===== src/rtl/cam_dvp_pkg.sv =====
// Shared constants, state encodings and types for the DVP camera transmitter.
package cam_dvp_pkg;

  localparam int unsigned H_ACTIVE_DEF    = 320;
  localparam int unsigned V_ACTIVE_DEF    = 240;
  localparam int unsigned H_BLANK_DEF     = 144;
  localparam int unsigned VSYNC_LINES_DEF = 3;
  localparam int unsigned VBP_LINES_DEF   = 17;
  localparam int unsigned VFP_LINES_DEF   = 10;

  localparam int unsigned FRAME_PIX_DEF = H_ACTIVE_DEF * V_ACTIVE_DEF;

  localparam int unsigned PIX_W  = 16;
  localparam int unsigned BYTE_W = 10;
  localparam int unsigned LINE_W = 11;
  localparam int unsigned CYC_W  = 16;
  localparam int unsigned ADDR_W = $clog2(FRAME_PIX_DEF);

  localparam logic [2:0] S_IDLE   = 3'd0;
  localparam logic [2:0] S_VSYNC  = 3'd1;
  localparam logic [2:0] S_VBP    = 3'd2;
  localparam logic [2:0] S_ACTIVE = 3'd3;
  localparam logic [2:0] S_HBLANK = 3'd4;
  localparam logic [2:0] S_VFP    = 3'd5;

  typedef logic [PIX_W-1:0] pix_t;

  function automatic int unsigned line_cyc(input int unsigned h_active, input int unsigned h_blank);
    return 2 * h_active + h_blank;
  endfunction

endpackage


===== src/rtl/cam_dvp_tx_if.sv =====
// Frame-buffer read port plus DVP video outputs of the camera transmitter.
interface cam_dvp_tx_if;
  import cam_dvp_pkg::*;

  logic              en;
  logic              rd_en;
  logic [ADDR_W-1:0] rd_addr;
  pix_t              rd_data;
  logic              vsync;
  logic              href;
  logic [7:0]        d;
  logic              frame_done;
  logic              busy;

  modport master (
    input  en, rd_data,
    output rd_en, rd_addr, vsync, href, d, frame_done, busy
  );

  modport slave (
    output en, rd_data,
    input  rd_en, rd_addr, vsync, href, d, frame_done, busy
  );
endinterface


===== src/rtl/cam_dvp_timing.sv =====
// Per-state cycle, byte and line counters; exposes end-of-state strobe and next counter values.
module cam_dvp_timing
  import cam_dvp_pkg::*;
#(
  parameter int unsigned H_ACTIVE    = H_ACTIVE_DEF,
  parameter int unsigned H_BLANK     = H_BLANK_DEF,
  parameter int unsigned VSYNC_LINES = VSYNC_LINES_DEF,
  parameter int unsigned VBP_LINES   = VBP_LINES_DEF,
  parameter int unsigned VFP_LINES   = VFP_LINES_DEF
) (
  input  logic              clk,
  input  logic              rst,
  input  logic [2:0]        state,
  output logic              done_c,
  output logic [BYTE_W-1:0] byte_nxt_c,
  output logic [CYC_W-1:0]  cyc_nxt_c,
  output logic [LINE_W-1:0] line_nxt_c
);
  localparam int unsigned LINE_CYC  = line_cyc(H_ACTIVE, H_BLANK);
  localparam int unsigned VSYNC_LEN = VSYNC_LINES * LINE_CYC;
  localparam int unsigned VBP_LEN   = VBP_LINES * LINE_CYC;
  localparam int unsigned VFP_LEN   = VFP_LINES * LINE_CYC;

  logic [BYTE_W-1:0] byte_cnt;
  logic [CYC_W-1:0]  cyc_cnt;
  logic [LINE_W-1:0] line_cnt;

  // Byte counter runs only in ACTIVE; the cycle counter covers porches and HBLANK.
  always_comb begin
    done_c = 1'b0;
    case (state)
      S_VSYNC:  done_c = (cyc_cnt == CYC_W'(VSYNC_LEN - 1));
      S_VBP:    done_c = (cyc_cnt == CYC_W'(VBP_LEN - 1));
      S_ACTIVE: done_c = (byte_cnt == BYTE_W'(2 * H_ACTIVE - 1));
      S_HBLANK: done_c = (cyc_cnt == CYC_W'(H_BLANK - 1));
      S_VFP:    done_c = (cyc_cnt == CYC_W'(VFP_LEN - 1));
      default:  done_c = 1'b0;
    endcase
    byte_nxt_c = (state == S_ACTIVE && !done_c) ? byte_cnt + BYTE_W'(1) : '0;
    cyc_nxt_c  = (state == S_IDLE || state == S_ACTIVE || done_c) ? '0 : cyc_cnt + CYC_W'(1);
    if (state == S_VSYNC)
      line_nxt_c = '0;
    else if (state == S_ACTIVE && done_c)
      line_nxt_c = line_cnt + LINE_W'(1);
    else
      line_nxt_c = line_cnt;
  end

  always_ff @(posedge clk or posedge rst) begin
    if (rst) begin
      byte_cnt <= '0;
      cyc_cnt  <= '0;
      line_cnt <= '0;
    end else begin
      byte_cnt <= byte_nxt_c;
      cyc_cnt  <= cyc_nxt_c;
      line_cnt <= line_nxt_c;
    end
  end
endmodule


===== src/rtl/cam_dvp_tx.sv =====
// Frame-buffer to DVP transmitter: frame FSM, pixel read issue and RGB565 byte serialiser.
module cam_dvp_tx
  import cam_dvp_pkg::*;
#(
  parameter int unsigned H_ACTIVE    = H_ACTIVE_DEF,
  parameter int unsigned V_ACTIVE    = V_ACTIVE_DEF,
  parameter int unsigned H_BLANK     = H_BLANK_DEF,
  parameter int unsigned VSYNC_LINES = VSYNC_LINES_DEF,
  parameter int unsigned VBP_LINES   = VBP_LINES_DEF,
  parameter int unsigned VFP_LINES   = VFP_LINES_DEF
) (
  input  logic         pclk,
  input  logic         rst,
  cam_dvp_tx_if.master bus
);
  localparam int unsigned LINE_CYC = line_cyc(H_ACTIVE, H_BLANK);
  localparam int unsigned VBP_LEN  = VBP_LINES * LINE_CYC;
  localparam int unsigned VFP_LEN  = VFP_LINES * LINE_CYC;

  logic [2:0]        state;
  logic [2:0]        state_nxt;
  logic              done_c;
  logic [BYTE_W-1:0] byte_nxt_c;
  logic [CYC_W-1:0]  cyc_nxt_c;
  logic [LINE_W-1:0] line_nxt_c;
  logic              read_c;
  logic              frame_done_c;
  logic              vs_entry_c;
  logic [ADDR_W-1:0] addr_cnt;
  logic [7:0]        lo_byte;

  cam_dvp_timing #(
    .H_ACTIVE   (H_ACTIVE),
    .H_BLANK    (H_BLANK),
    .VSYNC_LINES(VSYNC_LINES),
    .VBP_LINES  (VBP_LINES),
    .VFP_LINES  (VFP_LINES)
  ) u_timing (
    .clk       (pclk),
    .rst       (rst),
    .state     (state),
    .done_c    (done_c),
    .byte_nxt_c(byte_nxt_c),
    .cyc_nxt_c (cyc_nxt_c),
    .line_nxt_c(line_nxt_c)
  );

  always_ff @(posedge pclk or posedge rst) begin
    if (rst) state <= S_IDLE;
    else     state <= state_nxt;
  end

  // Outputs are decoded from the next state so they line up with the state register.
  always_comb begin
    state_nxt    = state;
    read_c       = 1'b0;
    frame_done_c = 1'b0;
    case (state)
      S_IDLE:   if (bus.en) state_nxt = S_VSYNC;
      S_VSYNC:  if (done_c) state_nxt = S_VBP;
      S_VBP:    if (done_c) state_nxt = S_ACTIVE;
      S_ACTIVE: if (done_c) state_nxt = S_HBLANK;
      S_HBLANK: if (done_c) state_nxt = (line_nxt_c < LINE_W'(V_ACTIVE)) ? S_ACTIVE : S_VFP;
      S_VFP:    if (done_c) state_nxt = bus.en ? S_VSYNC : S_IDLE;
      default:  state_nxt = S_IDLE;
    endcase
    // A pixel is fetched two cycles ahead of its high byte.
    if (state_nxt == S_ACTIVE)
      read_c = !byte_nxt_c[0] && (byte_nxt_c < BYTE_W'(2 * H_ACTIVE - 2));
    else if (state_nxt == S_VBP)
      read_c = (cyc_nxt_c == CYC_W'(VBP_LEN - 2));
    else if (state_nxt == S_HBLANK)
      read_c = (cyc_nxt_c == CYC_W'(H_BLANK - 2)) && (line_nxt_c < LINE_W'(V_ACTIVE));
    frame_done_c = (state_nxt == S_VFP) && (cyc_nxt_c == CYC_W'(VFP_LEN - 1));
    vs_entry_c   = (state_nxt == S_VSYNC) && (state != S_VSYNC);
  end

  always_ff @(posedge pclk or posedge rst) begin
    if (rst) begin
      bus.vsync      <= 1'b0;
      bus.href       <= 1'b0;
      bus.busy       <= 1'b0;
      bus.frame_done <= 1'b0;
      bus.rd_en      <= 1'b0;
      bus.rd_addr    <= '0;
      bus.d          <= '0;
      addr_cnt       <= '0;
      lo_byte        <= '0;
    end else begin
      bus.vsync      <= (state_nxt == S_VSYNC);
      bus.href       <= (state_nxt == S_ACTIVE);
      bus.busy       <= (state_nxt != S_IDLE);
      bus.frame_done <= frame_done_c;
      bus.rd_en      <= read_c;
      if (vs_entry_c) begin
        bus.rd_addr <= '0;
        addr_cnt    <= '0;
      end else if (read_c) begin
        bus.rd_addr <= addr_cnt;
        addr_cnt    <= addr_cnt + ADDR_W'(1);
      end
      // High byte straight from the read port; low byte from the holding register.
      if (state_nxt == S_ACTIVE) begin
        if (!byte_nxt_c[0]) begin
          bus.d   <= bus.rd_data[15:8];
          lo_byte <= bus.rd_data[7:0];
        end else begin
          bus.d <= lo_byte;
        end
      end else begin
        bus.d <= '0;
      end
    end
  end
endmodule


===== src/flat_wrapper.sv =====
// flat-port wrapper written by rule: the top's interface ports become plain ports
module cam_dvp_tx_flat import cam_dvp_pkg::*;
#(
  parameter int unsigned H_ACTIVE    = H_ACTIVE_DEF,
  parameter int unsigned V_ACTIVE    = V_ACTIVE_DEF,
  parameter int unsigned H_BLANK     = H_BLANK_DEF,
  parameter int unsigned VSYNC_LINES = VSYNC_LINES_DEF,
  parameter int unsigned VBP_LINES   = VBP_LINES_DEF,
  parameter int unsigned VFP_LINES   = VFP_LINES_DEF
)
  (pclk, rst, bus_en, bus_rd_data, bus_rd_en, bus_rd_addr, bus_vsync, bus_href, bus_d, bus_frame_done, bus_busy);
  cam_dvp_tx_if bus_i ();
  input  logic pclk;
  input  logic rst;
  input wire logic [$bits(bus_i.en)-1:0] bus_en;
  input wire logic [$bits(bus_i.rd_data)-1:0] bus_rd_data;
  output wire logic [$bits(bus_i.rd_en)-1:0] bus_rd_en;
  output wire logic [$bits(bus_i.rd_addr)-1:0] bus_rd_addr;
  output wire logic [$bits(bus_i.vsync)-1:0] bus_vsync;
  output wire logic [$bits(bus_i.href)-1:0] bus_href;
  output wire logic [$bits(bus_i.d)-1:0] bus_d;
  output wire logic [$bits(bus_i.frame_done)-1:0] bus_frame_done;
  output wire logic [$bits(bus_i.busy)-1:0] bus_busy;
  assign bus_i.en = bus_en;
  assign bus_i.rd_data = bus_rd_data;
  assign bus_rd_en = bus_i.rd_en;
  assign bus_rd_addr = bus_i.rd_addr;
  assign bus_vsync = bus_i.vsync;
  assign bus_href = bus_i.href;
  assign bus_d = bus_i.d;
  assign bus_frame_done = bus_i.frame_done;
  assign bus_busy = bus_i.busy;
  cam_dvp_tx #(.H_ACTIVE(H_ACTIVE), .V_ACTIVE(V_ACTIVE), .H_BLANK(H_BLANK), .VSYNC_LINES(VSYNC_LINES), .VBP_LINES(VBP_LINES), .VFP_LINES(VFP_LINES)) u_core (.pclk(pclk), .rst(rst), .bus(bus_i));
endmodule

===== config.mk =====
export PLATFORM = sky130hd
export DESIGN_NAME = cam_dvp_tx_flat
export DESIGN_NICKNAME = d
export VERILOG_FILES = /design/src/rtl/cam_dvp_pkg.sv /design/src/rtl/cam_dvp_tx_if.sv /design/src/rtl/cam_dvp_timing.sv /design/src/rtl/cam_dvp_tx.sv /design/src/flat_wrapper.sv
export SDC_FILE = /design/constraint.sdc
export NUM_CORES = 1
export LEC_CHECK = 0
export CORE_AREA = 2 2 98 100
export DETAILED_ROUTE_END_ITERATION = 12
export DIE_AREA = 0 0 100 102
export HOLD_SLACK_MARGIN = 0.15
export PLACE_DENSITY = 0.79
export SYNTH_ARGS = -nofsm -noshare
export SYNTH_HDL_FRONTEND = slang
export SYNTH_SLANG_ARGS = --single-unit
export TNS_END_PERCENT = 5

===== constraint.sdc =====
create_clock -name pclk -period 3.7 [get_ports pclk]
set_input_delay 0.74 -clock pclk [delete_from_list [all_inputs] [get_ports pclk]]
set_output_delay 0.74 -clock pclk [all_outputs]
set_load 0.005 [all_outputs]

==> results.json, run 1 <==
{
  "wire_per_inst_um": 15.9,
  "layout_min_cycle_time_ps": 3450,
  "die-height_um": 102,
  "drc_errors": 0,
  "wl_mm": 11.0,
  "clk_latency_ps": 360,
  "synth_edf_count": 0,
  "crit_arrival_ps": 3750,
  "synth_mux_area_share_pct": 8.73,
  "grt_pass1_wl_mm": 18.6,
  "dp.cells": 676,
  "dr.pass1.iters": 5,
  "powerDensity_nw_per_um2": 342,
  "p_seq_share_pct": 55.8,
  "vdd_drop_max_uv": 281,
  "track_usage_pct": 22.6,
  "die_area_um2": 10200,
  "io_buffers": 48,
  "outcome": "complete, no violations",
  "period_share_pct": 93.3,
  "p_switching_uw": 597,
  "skew_ps": 13.7,
  "clkPwrFrac_pct": 32.8,
  "initial_core_util_pct": 55.7,
  "layout_setup_ws_ps": 246,
  "holdCritPathClass": "reg2reg",
  "yosysSeqAreaShare_pct": 46.9,
  "holdPathEnd": "u_core.lo_byte[6]",
  "crit_path_end_kind": "flop",
  "hold_viol_final": 0,
  "synth_compound_area_share_pct": 9.72,
  "grt_max_degree": 68,
  "rrSetupSlack_ps": 250,
  "yosysWarnings": 0,
  "holdPathStages": 1,
  "grt_pass1_vias": 3927,
  "pwr-share-comb_pct": 11.4,
  "drive_gt1_share_pct": 10.7,
  "hpwl_mm": 7.82,
  "syn_area_um2": 5070,
  "ys_ff_latch": 95,
  "fin_hold_ws_ps": 519,
  "internal_power_uw": 1440,
  "synth_flop_cell": "dfrtp_1",
  "start_kind": "flop",
  "crit_required_ps": 4000,
  "clockBufferDepth": 2,
  "finalNonFillerCells": 692,
  "setup_viol": 0,
  "slew_headroom_pct": 61.2,
  "drt-initial-drc-count": 324,
  "overflow": 0,
  "cts_resized": 0,
  "yosysUniqueCellTypes": 58,
  "async_flop_share_pct": 100,
  "p_leak_uw": 0.00265,
  "reg2reg_to": "u_core.addr_cnt[6]",
  "antenna_found_initial": 0,
  "ios": 49,
  "synthXorXnorAreaFrac_pct": 6.04,
  "syn_nets": 550,
  "diodes": 0,
  "cts-root-buf": "clkbuf_8",
  "worstSetupPathType": "reg2reg",
  "netlist_instances": 527,
  "r2r_start": "u_core.state[1]",
  "p_sw_share_pct": 29.3,
  "max_cap_violations": 0,
  "worstMarginPinSlew_ps": 576,
  "cts_num_sinks": 95,
  "clk_transition_reported_paths_ps": 110,
  "cts_setup_buffers": 0,
  "cp_max_fo": 30,
  "vias_per_cell": 5.97,
  "detail-route-antenna-nets": 0,
  "area_delta_synth_final_pct": 17.4,
  "core_area_um2": 9110,
  "cts_tree": "yes",
  "die_x_um": 100,
  "num_rows": 35,
  "r2r_cells": 13,
  "pre_cts_slack_ps": 210,
  "yosys.area_share.simple_pct": 23.7,
  "vias": 4134,
  "htreeDepth": 3,
  "synth_fa_ha_area_share_pct": 0.986,
  "place_congestion": 0.916,
  "finalNetCount": 599,
  "drv_slew": 0,
  "max_freq_ghz": 0.290,
  "syn_avg_cell_area_um2": 9.63,
  "hp-start": "u_core.lo_byte[6]",
  "cts_made_buffers": 9,
  "ctsHoldBuffers": 0,
  "synth_top_family_by_area": "simple AND/OR/NAND/NOR gates"
}
[kinds of logic after synthesis]
group                    count (synthesis)
AND/OR/NAND/NOR                        233
AO/OA/AOI/OAI                           69
flip-flops                              95
buffers and inverters                   48
multiplexers                            43
XOR/XNOR                                35
adder cells (fa/ha/maj)                  4
[critical path, cell delays in order, from the launching register on]
cell and delay, ps:
dfrtp_1 500, buf_4 220, o21ba_2 230, a311oi_1 40, nor4_1 490, nor4_1 160, buf_4 170, o21ai_0 280
o2bb2ai_4 180, nand4bb_1 120, and3_2 290, buf_12 200, or3_1 350, a21oi_1 150
[area by class of cell]
class                   instances  area [um2]
clock buffers                   9         124
clock inverters                 7        66.3
fillers                       740        3150
inverters                      17        65.1
multi-input cells             384        2510
flip-flops and latches         95        2380
well taps                     111         139
repair buffers                 69         676
[how the worst max path moves through the flow]
stage / endpoint / from / depth (start not counted) / slack (ps)
final: u_core.addr_cnt[6] / u_core.state[1] / 13 / 250
after CTS: u_core.addr_cnt[16] / u_core.u_timing.byte_cnt[1] / 13 / 170
after floorplan: u_core.addr_cnt[12] / u_core.u_timing.byte_cnt[1] / 13 / 400
after detailed placement: u_core.addr_cnt[0] / u_core.u_timing.byte_cnt[1] / 13 / 210
after global placement: u_core.addr_cnt[6] / u_core.u_timing.byte_cnt[7] / 11 / 340
after global routing: u_core.addr_cnt[13] / u_core.u_timing.cyc_cnt[5] / 10 / -10
[flip-flops by register name (all words and copies together), names as in the netlist]
signal                    flops
u_core.bus.href               1
u_core.bus.rd_addr           17
u_core.bus.frame_done         1
u_core.state                  3
u_core.u_timing.line_cnt     11
u_core.bus.rd_en              1
u_core.u_timing.cyc_cnt      16
u_core.addr_cnt              17
u_core.bus.vsync              1
u_core.bus.d                  8
u_core.lo_byte                8
u_core.u_timing.byte_cnt     10
u_core.bus.busy               1
[synth_stat cells (2+ instances only)]
cell type	count	area share (%)
nand4_1	12	1.5
clkbuf_1	18	1.3
nand3_1	28	2.8
o21ai_0	9	0.89
o21a_1	2	0.30
mux2i_1	33	6.5
inv_1	16	1.2
or4_1	4	0.59
nor3_1	11	1.1
nand2b_1	6	0.74
or2_2	3	0.37
or3_1	14	1.7
a31oi_1	7	0.86
nor4_1	14	1.7
buf_1	3	0.22
o22ai_1	4	0.49
a21oi_1	16	1.6
nor2_1	73	5.4
mux2_2	10	2.2
buf_2	9	0.89
nand4bb_1	2	0.44
nor2b_1	5	0.62
and2_1	2	0.25
or3b_1	2	0.35
o211ai_1	3	0.44
o31a_1	2	0.35
o31ai_1	8	1.2
a221oi_1	3	0.52
ha_1	4	0.99
and4_1	2	0.35
xnor2_1	22	3.8
xor2_1	13	2.2
dfrtp_1	95	47
nor3b_1	3	0.44
nand4b_1	3	0.52
nand2_1	31	2.3
and3_1	14	1.7
[placed cells by master, fill, tap and decap left out, types with 14 or more instances in the layout]
| master | instances |
|---|---|
| nor2_1 | 73 |
| a21oi_1 | 16 |
| buf_4 | 18 |
| nand2_1 | 31 |
| or3_1 | 14 |
| inv_1 | 15 |
| dfrtp_1 | 95 |
| xnor2_1 | 22 |
| nand3_1 | 28 |
| clkdlybuf4s50_1 | 48 |
| mux2i_1 | 33 |
[layer usage]
metal / GRT usage (%) / vias to the layer above / wire, um
li1: - / 1977 / -
met1: 31.8 / 2015 / 4970
met2: 35.9 / 135 / 5410
met3: 4.51 / 7 / 557
met4: 7.06 / 0 / 76
met5: 0 / - / 0
[stage by stage]
step                setup TNS, ps  util, %  power, uW  cell area, um2
floorplan                       0        -       1310            5070
global placement                0     63.2       1370            5760
detailed placement              0     63.2       1390            5760
CTS                             0     65.3       2050            5950
global route                -19.5     65.4       2140            5960
finish                          0     65.4       2040            5960
[power by group through the flow]
stage / combinational (uW) / clock [uW] / sequential [uW]
2_1_floorplan: 189 / 0 / 1120
3_3_place_gp: 223 / 0 / 1150
3_5_place_dp: 230 / 0 / 1160
4_1_cts: 233 / 685 / 1130
5_1_grt: 261 / 730 / 1150
6_report: 233 / 668 / 1140
Note: power is estimated with default switching activity, not from simulation.
==> run 2, diff against run 1 <==
GPL_TIMING_DRIVEN = 1   (was unset)
MAX_ROUTING_LAYER = met4   (was unset)
TNS_END_PERCENT = unset   (was 5)
==> run 2 against run 1 <==
  * Global-route usage grew 1.1 points
  * Via count shrank 0.63%
  * Cell area shrank 0.19%
  * Wire length grew 2.8%
  * Core utilization shrank 0.12 points
  * Sequential share of layout area grew 0.076 points
  * Clock skew grew 2.9 ps
  * Final cell count is the same
  * Largest power group unchanged
==> results.json, run 2 (synthesized netlist as in run 1, its figures left out) <==
{
  "n_fill_cell": 742,
  "finalInstanceArea_um2": 5940,
  "final_common_cell": "dfrtp_1",
  "layout_common_cells": "95 x dfrtp_1, 73 x nor2_1, 48 x clkdlybuf4s50_1",
  "p_leak_uw": 0.00263,
  "drc_errors": 0,
  "cts_tree": "yes",
  "critPathMaxStageDelay_ps": 510,
  "crit_path_end_kind": "flop",
  "skew_ps": 16.6,
  "core_area_um2": 9110,
  "area_delta_synth_final_pct": 17.2,
  "crit_required_ps": 3990,
  "worstMarginPinSlew_ps": 614,
  "place_congestion": 0.949,
  "power_uw": 2020,
  "wire_per_inst_um": 16.4,
  "path_buf_inv": 1,
  "period_share_pct": 94.4,
  "antenna_found_initial": 0,
  "cts_num_sinks": 95,
  "vias": 4108,
  "cpLargestDelayFamily": "simple AND/OR/NAND/NOR gates",
  "grt_pass1_vias": 3852,
  "hpwl_mm": 7.87,
  "crit_slowest_cell": "or4_4",
  "clk_latency_ps": 380,
  "max_freq_ghz": 0.286,
  "worstSetupPathType": "reg2reg",
  "max_cap_violations": 0,
  "reg_top3": "u_core.addr_cnt (17), u_core.bus.rd_addr (17), u_core.u_timing.cyc_cnt (16)",
  "cp_max_fo": 13,
  "cts_made_buffers": 9,
  "wl_mm": 11.3,
  "placed_area_um2": 5740,
  "crit_chain": "or3b_1, or4_4, o21a_1, o2111ai_2, a31oi_1, o2bb2ai_4, nand4bb_1, and3_2, buf_4, or3_1, a21oi_1",
  "hold_viol_final": 0,
  "die_x_um": 100,
  "drive_gt1_share_pct": 10.8,
  "grt_pass1_wl_mm": 18.7,
  "outcome": "complete, no violations",
  "ios": 49,
  "powerDensity_nw_per_um2": 340,
  "finalNetCount": 599,
  "num_rows": 35,
  "diodes": 0,
  "tns_ps": 0,
  "track_usage_pct": 23.7,
  "drt-initial-drc-count": 306,
  "vias_per_cell": 5.94,
  "start_kind": "flop",
  "vdd_drop_max_uv": 267,
  "htreeDepth": 3,
  "dr.pass1.iters": 7,
  "clk_transition_reported_paths_ps": 100,
  "cts-root-buf": "clkbuf_8",
  "slew_headroom_pct": 58.7,
  "setup_viol": 0,
  "io_buffers": 48,
  "holdCritPathClass": "reg2reg",
  "rrSetupSlack_ps": 210,
  "detail-route-antenna-nets": 0,
  "die-height_um": 102,
  "overflow": 0,
  "crit_arrival_ps": 3780,
  "cts_setup_buffers": 0,
  "clockBufferDepth": 2,
  "die_area_um2": 10200,
  "initial_core_util_pct": 55.7,
  "layout_min_cycle_time_ps": 3490,
  "grt_max_degree": 68,
  "drv_slew": 0
}
run 2: cell count changes in the layout (fill, tap and decap cells not counted), sizes merged:
cell / before / now
clkbuf: 9 / 10
clkinvlp: 1 / 3
inv: 20 / 19
clkinv: 3 / 1
run 2: final timing paths:
check                                             from                          end  cells after the start
hold reg to reg                      u_core.lo_byte[4]            u_core.lo_byte[4]                      1
min in group asynchronous                          rst            u_core.lo_byte[3]                      2
setup / recovery           u_core.u_timing.byte_cnt[7]          u_core.addr_cnt[13]                     11
hold / removal                       u_core.lo_byte[4]            u_core.lo_byte[4]                      1
max in group asynchronous                          rst  u_core.u_timing.line_cnt[5]                      3
setup reg to reg           u_core.u_timing.byte_cnt[7]          u_core.addr_cnt[13]                     11
run 2: what timing repair did:
item                       4_1_cts  5_1_grt
setup endpoints to repair        0       24
resized for setup                0        4
hold buffers                     0        0
hold endpoints to repair         0        0
run 2: power by group:
group | total [uW] | switching (uW) | internal, uW
clock | 652 | 398 | 254
sequential | 1150 | 77.4 | 1070
combinational | 215 | 116 | 99.4
total | 2020 | 591 | 1430
run 2: cell type report:
type,instances,area [um2],area share [%]
Multi-Input combinational cell,384,2520,42.4
Sequential cell,95,2380,40.0
Timing Repair Buffer,69,663,11.2
Tap cell,111,139,2.34
Clock buffer,10,128,2.15
Inverter,17,65.1,1.09
Clock inverter,6,51.3,0.863
run 2: worst register-to-register path: stages, from the launching register on:
cell,delay (ps)
dfrtp_1,460
or3b_1,440
or4_4,510
o21a_1,250
o2111ai_2,250
a31oi_1,170
o2bb2ai_4,230
nand4bb_1,130
and3_2,290
buf_4,200
or3_1,340
a21oi_1,160
run 2: stage by stage:
stage                     utilization (%)  setup WS (ps)  hold WS (ps)  cells
after detailed placement             63.0            123           502    676
final                                65.3            209           516    692
after global placement               63.0            299           490    676
after CTS                            65.0           97.2           523    692
after floorplan                         -            401           466    527
after global routing                 65.3          -19.7           545    692
run 2: per-layer routing:
layer,global-route usage [%],wire (um),vias up
met1,32.8,5290,2001
met4,8.96,195,0
met2,35.9,5360,122
met5,-,0,-
li1,-,-,1966
met3,3.35,475,19
